## src/rtl/insn_encoder.sv

```systemverilog
// RV32I instruction encoder: packs opcode/register/funct/immediate fields into a word,
// with a registered output stage and a one-entry skid buffer. Optional INSN_ENC_RANGE_CHECK_EN flags out-of-range immediates.
module insn_encoder #(
  parameter int DWIDTH = 32
) (
  input  logic              clk_i,
  input  logic              rst_ni,
  input  logic              in_valid_i,
  output logic              in_ready_o,
  input  logic [6:0]        opcode_i,
  input  logic [4:0]        rd_i,
  input  logic [4:0]        rs1_i,
  input  logic [4:0]        rs2_i,
  input  logic [2:0]        funct3_i,
  input  logic [6:0]        funct7_i,
  input  logic [31:0]       imm_i,
  output logic              out_valid_o,
  input  logic              out_ready_i,
  output logic [DWIDTH-1:0] insn_o,
  output logic              err_o
);

  localparam logic [6:0] OP_R      = 7'b0110011;
  localparam logic [6:0] OP_IMM    = 7'b0010011;
  localparam logic [6:0] OP_LOAD   = 7'b0000011;
  localparam logic [6:0] OP_JALR   = 7'b1100111;
  localparam logic [6:0] OP_SYSTEM = 7'b1110011;
  localparam logic [6:0] OP_STORE  = 7'b0100011;
  localparam logic [6:0] OP_BRANCH = 7'b1100011;
  localparam logic [6:0] OP_LUI    = 7'b0110111;
  localparam logic [6:0] OP_AUIPC  = 7'b0010111;
  localparam logic [6:0] OP_JAL    = 7'b1101111;
  localparam logic [31:0] NOP      = 32'h0000_0013;

  typedef enum logic [1:0] {EMPTY, BUSY, FULL} state_t;

  state_t      state;
  logic [31:0] enc_insn;
  logic        enc_err;
  logic [31:0] skid_insn;
  logic        skid_err;
  logic        accept;
  logic        release_out;

  logic is_shift;
  assign is_shift = (opcode_i == OP_IMM) && (funct3_i == 3'b001 || funct3_i == 3'b101);

  always_comb begin
    // NOTE: every output of this block gets a default first so no path can infer a latch.
    enc_insn = NOP;
    enc_err  = 1'b0;
    unique case (opcode_i)
      OP_R: enc_insn = {funct7_i, rs2_i, rs1_i, funct3_i, rd_i, opcode_i};
      OP_IMM, OP_LOAD, OP_JALR, OP_SYSTEM: begin
        if (is_shift) begin
          enc_insn = {funct7_i, imm_i[4:0], rs1_i, funct3_i, rd_i, opcode_i};
`ifdef INSN_ENC_RANGE_CHECK_EN
          enc_err  = |imm_i[31:5];
`endif
        end else begin
          enc_insn = {imm_i[11:0], rs1_i, funct3_i, rd_i, opcode_i};
`ifdef INSN_ENC_RANGE_CHECK_EN
          enc_err  = !(&imm_i[31:11] || ~|imm_i[31:11]);
`endif
        end
      end
      OP_STORE: begin
        enc_insn = {imm_i[11:5], rs2_i, rs1_i, funct3_i, imm_i[4:0], opcode_i};
`ifdef INSN_ENC_RANGE_CHECK_EN
        enc_err  = !(&imm_i[31:11] || ~|imm_i[31:11]);
`endif
      end
      OP_BRANCH: begin
        enc_insn = {imm_i[12], imm_i[10:5], rs2_i, rs1_i, funct3_i,
                    imm_i[4:1], imm_i[11], opcode_i};
`ifdef INSN_ENC_RANGE_CHECK_EN
        // A 13-bit signed even offset covers exactly [-4096, 4094].
        enc_err  = !(&imm_i[31:12] || ~|imm_i[31:12]) || imm_i[0];
`endif
      end
      OP_LUI, OP_AUIPC: begin
        enc_insn = {imm_i[31:12], rd_i, opcode_i};
`ifdef INSN_ENC_RANGE_CHECK_EN
        enc_err  = |imm_i[11:0];
`endif
      end
      OP_JAL: begin
        enc_insn = {imm_i[20], imm_i[10:1], imm_i[11], imm_i[19:12], rd_i, opcode_i};
`ifdef INSN_ENC_RANGE_CHECK_EN
        enc_err  = !(&imm_i[31:20] || ~|imm_i[31:20]) || imm_i[0];
`endif
      end
      default: begin
        enc_insn = NOP;
        enc_err  = 1'b1;
      end
    endcase
  end

  assign accept      = in_valid_i && in_ready_o;
  assign release_out = out_valid_o && out_ready_i;

  always_ff @(posedge clk_i or negedge rst_ni) begin
    // NOTE: both data registers are reset too, since reset must clear held words and insn_o.
    if (!rst_ni) begin
      state       <= EMPTY;
      out_valid_o <= 1'b0;
      in_ready_o  <= 1'b1;
      insn_o      <= '0;
      err_o       <= 1'b0;
      skid_insn   <= '0;
      skid_err    <= 1'b0;
    end else begin
      // NOTE: non-blocking assignments keep every register update based on pre-edge values.
      unique case (state)
        EMPTY: begin
          if (accept) begin
            insn_o      <= enc_insn;
            err_o       <= enc_err;
            out_valid_o <= 1'b1;
            state       <= BUSY;
          end
        end
        BUSY: begin
          if (accept && release_out) begin
            insn_o <= enc_insn;
            err_o  <= enc_err;
          end else if (accept) begin
            skid_insn  <= enc_insn;
            skid_err   <= enc_err;
            in_ready_o <= 1'b0;
            state      <= FULL;
          end else if (release_out) begin
            out_valid_o <= 1'b0;
            state       <= EMPTY;
          end
        end
        FULL: begin
          if (release_out) begin
            insn_o     <= skid_insn;
            err_o      <= skid_err;
            in_ready_o <= 1'b1;
            state      <= BUSY;
          end
        end
        default: begin
          state       <= EMPTY;
          out_valid_o <= 1'b0;
          in_ready_o  <= 1'b1;
        end
      endcase
    end
  end

endmodule

```

## config.mk

```make
export PLATFORM = sky130hd
export DESIGN_NAME = insn_encoder
export DESIGN_NICKNAME = d
export VERILOG_FILES = /design/src/rtl/insn_encoder.sv
export SDC_FILE = /design/constraint.sdc
export NUM_CORES = 1
export LEC_CHECK = 0
export ABC_AREA = 1
export CAP_MARGIN = 20
export CORE_ASPECT_RATIO = 0.8
export CORE_UTILIZATION = 50
export DETAILED_ROUTE_END_ITERATION = 10
export DONT_BUFFER_PORTS = 1
export PLACE_DENSITY = 0.68
export REMOVE_ABC_BUFFERS = 1
export SLEW_MARGIN = 15
export SYNTH_ARGS = -nofsm -noshare
export SYNTH_HDL_FRONTEND = slang
export SYNTH_SLANG_ARGS = --single-unit
```

## constraint.sdc

```tcl
create_clock -name clk_i -period 1.8 [get_ports clk_i]
set_input_delay 0.18 -clock clk_i [delete_from_list [all_inputs] [get_ports clk_i]]
set_output_delay 0.18 -clock clk_i [all_outputs]
set_load 0.01 [all_outputs]
```

After elaboration in Yosys (flattened, before gate mapping)
Cells that the tools add are included.
Storage, ports and cells
  bits in registers: 70
Cells by class
  mux-type cells: 26
  equal/unequal tests: 22
  reductions and logical operators: 15
  bitwise gates (word level): 3
Operators by type and width (number)
  $pmux W32 S6: 1
  $mux W32: 4
  $pmux W32 S3: 1
  $eq A7 B7 Y1 const B: 4
  $eq A7 B6 Y1 const B: 3
  $eq A7 B5 Y1 const B: 2
  $ne A2 B2 Y1 const B: 7
  $reduce_and A4 Y1: 3
  $mux W1: 11
  $mux W2: 5
  $reduce_or A10 Y1: 1
  $pmux W1 S3: 3
  $eq A7 B2 Y1 const B: 1
  $pmux W2 S3: 1
  $reduce_and A5 Y1: 1
  $logic_and A1 B1 Y1: 4
  $reduce_or A4 Y1: 1
  $eq A3 B1 Y1 const B: 1
  $eq A3 B3 Y1 const B: 1
  $ne A3 B3 Y1 const B: 1
  $not A1 Y1: 3
  $reduce_and A3 Y1: 1
  $reduce_bool A3 Y1: 1
  $eq A2 B1 Y1 const B: 1
  4 further kinds: 4

Longest topological paths before layout
Gate-level depths: netlist of the first run.
  depth after elaboration: 7
  depth in mapped cells: 11

Least setup slack after synthesis of the first run
Ideal clock, no wire load.
  path kind: reg2reg
  start: reg in_ready_o
  end: reg skid_insn[6]
  period minus slack after synthesis: 1.418 ns
  path slack: 0.382 ns
  cell stages (with the launch flop): 9
  data required time: 1.673 ns
  setup time: 0.127 ns
  arrival time: 1.291 ns
  path through: dfstp_2 > nand2_1 > nor2_1 > inv_2 > nor2_4 > inv_2 > buf_2 > nand2_1 > o21ai_0
Between the ends
  cells in the longest elaborated chain, start to end: 4
Ends and longest elaborated chain
  start: declaration: RTL line 9  | output logic in_ready_o,
  start signal: assignment: RTL line 108  | in_ready_o <= 1'b1;
  start signal: assignment: RTL line 131  | in_ready_o <= 1'b0;
  start signal: assignment: RTL line 142  | in_ready_o <= 1'b1;
  $logic_and A1 B1 Y1 *: RTL line 100  | assign accept = in_valid_i && in_ready_o;
  $logic_and A1 B1 Y1: RTL line 125  | if (accept && release_out) begin
  $not A1 Y1 (no source line)
  $reduce_and A3 Y1 (no source line) *
  end signal: assignment: RTL line 129  | skid_insn <= enc_insn;
  end: declaration: RTL line 40  | logic [31:0] skid_insn;
Mark *: on every way between the ends. The rest lies on a longest branch, timed or not.
A chain may end at the register's enable or synchronous reset.

Final worst setup path of the first run
  start: reg in_ready_o
  end: reg insn_o[13]
Between the ends
  cells in the longest elaborated chain, start to end: 4
  elaborated cells between the ends (all ways): 5
  those cells by class: 2 x eq/ne; 3 x reduce/logical
Ends and longest elaborated chain
  $logic_and A1 B1 Y1 *: RTL line 100
  $logic_and A1 B1 Y1: RTL line 125
  $ne A2 B2 Y1 (no source line)
  $reduce_and A4 Y1 (no source line) *
  end signal: assignment: RTL line 118  | insn_o <= enc_insn;
  end signal: assignment: RTL line 126  | insn_o <= enc_insn;
  end signal: assignment: RTL line 140  | insn_o <= skid_insn;
  end: declaration: RTL line 19  | output logic [DWIDTH-1:0] insn_o,
Marked as above.

==> summary.txt, run 1 <==
outcome - complete, no violations
cell family with most CP delay - flip-flops
routed length per placed instance - 14.1 um
H-tree depth - 3
Crit Path Category - reg2reg
Yosys Warn Count - 0
number of buffers created by CTS - 9
Final HPWL DP - 7.23 mm
port bufs - 0
hold_sp - rd_i[2]
area of the multi-input gates - 0.00202 sq mm
share of cells above drive strength 1 - 9.92%
global placer's final weighted congestion - 0.844
final hold violations - 0
post-synthesis sequential area ratio - 42.9%
TritonCTS clock tree - done
Synth Cell Area - 0.00409 sq mm
worst-case reg-to-reg path depth - 7
vias per inst - 5.21
slowest stage delay, CP - 570 ps
Synth top area share - 42.2%
Yosys cell types - 28
area added between synthesis and finish - 8.47%
initial antenna violation count - 0
Routed WL - 10.2 mm
Lkg Pwr - 2.64 nW
Core ar. - 0.00795 sq mm
Fill cells - 793
WHS - 40.4 ps
Synth Register Bits - 70
first-pass GRT wire length - 17.0 mm
CP most frequent cell - nand2_1
Worst-path clk slew - 80 ps
count leader, synth - nand2_1
Worst-Skew Late Latency - 350 ps
Die Y-Extent - 82.9 um
worst path cell trace - nand2_1, o21ai_2, nand2_2, buf_4, a21oi_1, nand2_1, nand2_1
RSZ-0062 raised after global routing - no
critical path's slowest cell - dfstp_2
Ports - 103
# diodes - 0
R2R setup slack - 180 ps
Worst Path Required - 2090 ps
DRC - 0
placed instance area - 0.00421 sq mm
# nets final - 678
Clock Tree Buf Depth - 2
Overflow after GRT - 0
worst path bufs/invs - 1
fmax - 0.618 GHz
cell accounting for the most synthesized area - dfrtp_1
Worst Hold Path EP - skid_insn[9]
Max-slew headroom - 69.1%
Startpoint Class - flop
reg2reg start - in_ready_o
Slew @ Worst Pin - 463 ps
Finish-stage setup viols - 0
die area - 0.00855 sq mm
GRT Total Usage - 25.8%
Commonest cells post-synth - nand2_1 (249), dfrtp_1 (69), nor2_1 (63)
pin count of the biggest net entering global routing - 71
dominant synthesized flop cell - dfrtp_1
PwrDens - 1310 mW/mm^2
row count - 29
cell count after synthesis - 605
Post-synth EDFFs - 0
Worst Hold Class - in2reg
CTS root buffer - clkbuf_8
CP arrival - 1910 ps
critical path peak fanout - 29
Seq. cell area - 0.00175 sq mm
Tmin final - 1620 ps
Die W - 103 um
setup skew after layout - 7.12 ps
Worst Setup End Kind - flop
crit share post-route - 89.8%
Vias - 3767
drt first-iter violations - 244
starting density of the core - 51.5%
DRT antenna net count - 0
vias in the first global route - 3620
Area contributors post-synth - dfrtp_1 (42%), nand2_1 (23%), nand3_1 (6.6%), nor2_1 (5.8%), inv_1 (4.7%)
Max Cap Viol - 0
ys async rst share - 100%
worst vdd ir - 873 uV
Design Area, Final - 0.00444 sq mm
DR pass1 iterations - 4
CTS Sinks - 70
Hold Path Depth - 4
FF-to-FF End - insn_o[13]
final slew viol count - 0
fin util - 55.8%
syn avg cell area - 6.76 sq um
-- worst max-delay path by stage --
stage | slack [ps] | to | from | depth (start not counted)
floorplan | -410 | insn_o[6] | state[1] | 7
global placement | 280 | skid_err | in_ready_o | 7
detailed placement | 200 | insn_o[13] | in_ready_o | 7
CTS | 190 | insn_o[13] | in_ready_o | 7
global route | 50 | insn_o[13] | in_ready_o | 7
finish | 180 | insn_o[13] | in_ready_o | 7
-- worst reg2reg max path, stage by stage, from the launching register on --
cell	delay, ps
dfstp_2	570
nand2_1	140
o21ai_2	160
nand2_2	100
buf_4	240
a21oi_1	200
nand2_1	90
nand2_1	60
-- kinds of logic (layout without fill, tap and decap cells) --
group | count (synthesis) | after routing | share of synthesized area [%]
simple gates | 396 | 396 | 41.2
buf+inv | 76 | 86 | 7.74
flops | 70 | 70 | 42.9
compound gates | 63 | 63 | 8.17
-- cell usage in the layout (no fill, tap or decap), drive strengths merged --
cell type	synthesis	final
a21oi	32	32
buf	16	13
bufinv	0	1
clkbuf	4	10
clkinv	0	5
dfrtp	69	69
dfstp	1	1
dlygate4sd3	0	1
inv	56	56
nand2	260	260
nand3	57	57
nand3b	1	1
nand4	3	3
nor2	71	71
nor3	2	2
o211ai	2	2
o21a	1	1
o21ai	28	28
or2	2	2
-- layer usage --
layer | wire (um) | GRT usage, % | vias up
li1 | - | - | 1899
met5 | 0 | 0 | -
met1 | 4580 | 36.2 | 1698
met3 | 1090 | 7.32 | 8
met4 | 84 | 6.66 | 0
met2 | 4460 | 39.3 | 162
-- sequential cells by signal, summed over array words and instances, names as in the netlist --
register     flops
out_valid_o      1
err_o            1
skid_insn       32
insn_o          32
in_ready_o       1
state            2
skid_err         1
-- layout make-up --
type                       instances  share of cell area, %
timing repair buffer              14                   2.88
multi-input combinational        459                   45.5
sequential                        70                   39.5
clock buffer                      10                   2.88
clock inverter                     6                   1.41
inverter                          56                   4.74
tap                              108                   3.05
-- where the power goes --
group / internal, mW / total (mW) / switching (mW)
Clock: 0.638 / 1.26 / 0.618
Combinational: 0.684 / 2.00 / 1.32
Sequential: 2.10 / 2.55 / 0.443
-- repair_timing --
item | 4_1_cts | 5_1_grt
buffers inserted | 0 | 0
gates resized for setup | 0 | 0
setup endpoints to repair | 0 | 0
endpoints found under the hold margin | 70 | 0
hold buffers | 2 | 0
-- stage by stage --
| stage | TNS, ps | setup WS [ps] | power [mW] | instances |
|---|---|---|---|---|
| 2_1_floorplan | -10440 | -414 | 3.93 | 585 |
| 3_3_place_gp | 0 | 285 | 4.48 | 705 |
| 3_5_place_dp | 0 | 199 | 4.54 | 705 |
| 4_1_cts | 0 | 193 | 5.86 | 723 |
| 5_1_grt | 0 | 52.1 | 6.28 | 723 |
| 6_report | 0 | 183 | 5.81 | 723 |
(Power assumes the default switching activity.)
==> run 2, diff against run 1 <==
MAX_ROUTING_LAYER = met4   (was unset)
==> summary.txt, run 2 (synthesis results as in run 1) <==
commonest non-fill, non-tap cell in the layout - nand2_1
crit share post-route - 91.0%
final slew viol count - 0
Worst Setup End Kind - flop
Clock Tree Buf Depth - 2
worst setup margin - 161 ps
port bufs - 0
outcome - complete, no violations
Core ar. - 0.00795 sq mm
Fill cells - 793
Routed WL - 10.3 mm
cell family with most CP delay - flip-flops
CP most frequent cell - nand2_1
Overflow after GRT - 0
vias per inst - 5.17
Final HPWL DP - 7.23 mm
most frequent cells in the layout - nand2_1 (249), dfrtp_1 (69), nor2_1 (63)
RSZ-0062 raised after global routing - no
starting density of the core - 51.5%
worst vdd ir - 874 uV
Overall Power - 5.82 mW
Finish-stage setup viols - 0
Crit path depth - 7
drt first-iter violations - 246
vias in the first global route - 3618
GRT Total Usage - 26.5%
initial antenna violation count - 0
Die Y-Extent - 82.9 um
Largest regs - insn_o: 32 flops, skid_insn: 32 flops, state: 2 flops
Design Area, Final - 0.00444 sq mm
Max Cap Viol - 0
row count - 29
dpl cells - 705
final hold violations - 0
Non-Filler Instances - 723
Seq. cell area - 0.00175 sq mm
CP arrival - 1940 ps
share of cells above drive strength 1 - 9.92%
FF-to-FF End - insn_o[13]
Worst-Skew Late Latency - 350 ps
worst path bufs/invs - 1
global placer's final weighted congestion - 0.857
reg2reg start - in_ready_o
Worst-path clk slew - 80 ps
met1 Usage GRT - 36.0%
CP startpoint - in_ready_o
Ports - 103
Slew @ Worst Pin - 468 ps
worst path cell trace - nand2_1, o21ai_2, nand2_2, buf_4, a21oi_1, nand2_1, nand2_1
pin count of the biggest net entering global routing - 71
Max-slew headroom - 68.8%
H-tree depth - 3
CTS Sinks - 70
DRT antenna net count - 0
busiest grt layer - met2
end of the critical path - insn_o[13]
Startpoint Class - flop
TritonCTS clock tree - done
routed length per placed instance - 14.2 um
DR pass1 iterations - 4
Lkg Pwr - 2.64 nW
Worst Path Required - 2100 ps
fmax - 0.610 GHz
Vias - 3740
die area - 0.00855 sq mm
area added between synthesis and finish - 8.47%
Crit Path Category - reg2reg
R2R setup slack - 160 ps
setup skew after layout - 10.1 ps
slowest stage delay, CP - 570 ps
DRC - 0
Tmin final - 1640 ps
CTS root buffer - clkbuf_8
first-pass GRT wire length - 16.9 mm
Worst Hold Class - in2reg
critical path peak fanout - 29
GR Util met2 - 39.3%
pre-CTS setup slack - 199 ps
Setup Buffers After CTS - 0
# nets final - 678
number of gates resized after CTS - 0
worst-case reg-to-reg path depth - 7
area of the multi-input gates - 0.00202 sq mm
critical path's slowest cell - dfstp_2
# diodes - 0
number of buffers created by CTS - 9
Die W - 103 um
PwrDens - 1310 mW/mm^2
grt met3 use - 7.41%
placed instance area - 0.00421 sq mm
run 2: stage by stage:
stage / util [%] / setup TNS [ps] / hold slack, ps
CTS: 55.8 / 0 / 20.5
global placement: 53.0 / 0 / -114
detailed placement: 53.0 / 0 / -114
floorplan: - / -10440 / -116
global route: 55.8 / 0 / 45.1
finish: 55.8 / 0 / 36.3
run 2: repair_timing:
item / 4_1_cts / 5_1_grt
endpoints found under the hold margin: 70 / 0
hold buffers: 2 / 0
endpoints found under the setup margin: 0 / 0
run 2: worst register-to-register path, cell delays in order (launching register included):
cell and delay (ps):
dfstp_2 570, nand2_1 150, o21ai_2 160, nand2_2 100, buf_4 240, a21oi_1 210
nand2_1 100, nand2_1 60
run 2: area by class of cell:
type	instances	share of cell area, %
Multi-Input combinational cell	459	45.5
Sequential cell	70	39.5
Inverter	56	4.74
Tap cell	108	3.05
Clock buffer	10	2.88
Timing Repair Buffer	14	2.88
Clock inverter	6	1.41
run 2: how the worst min path moves through the flow:
stage                        from            to  slack [ps]  cells after the start
after floorplan            rst_ni         err_o        -120                      0
after global placement     rst_ni    insn_o[22]        -110                      0
after detailed placement   rst_ni    insn_o[22]        -110                      0
after CTS                 rd_i[2]  skid_insn[9]          20                      4
after global routing      rd_i[1]  skid_insn[8]          50                      4
final                     rd_i[2]  skid_insn[9]          40                      4
run 2: per-layer routing:
metal,share of wire [%],up-vias
met5,0,-
met4,0.94,0
met3,8.2,9
met2,44,119
met1,47,1715
li1,-,1897
run 2: report_power, final:
group / switching (mW) / leakage (nW) / internal (mW)
logic: 1.33 / 1.62 / 0.684
clock network: 0.623 / 0.100 / 0.638
registers: 0.442 / 0.919 / 2.10
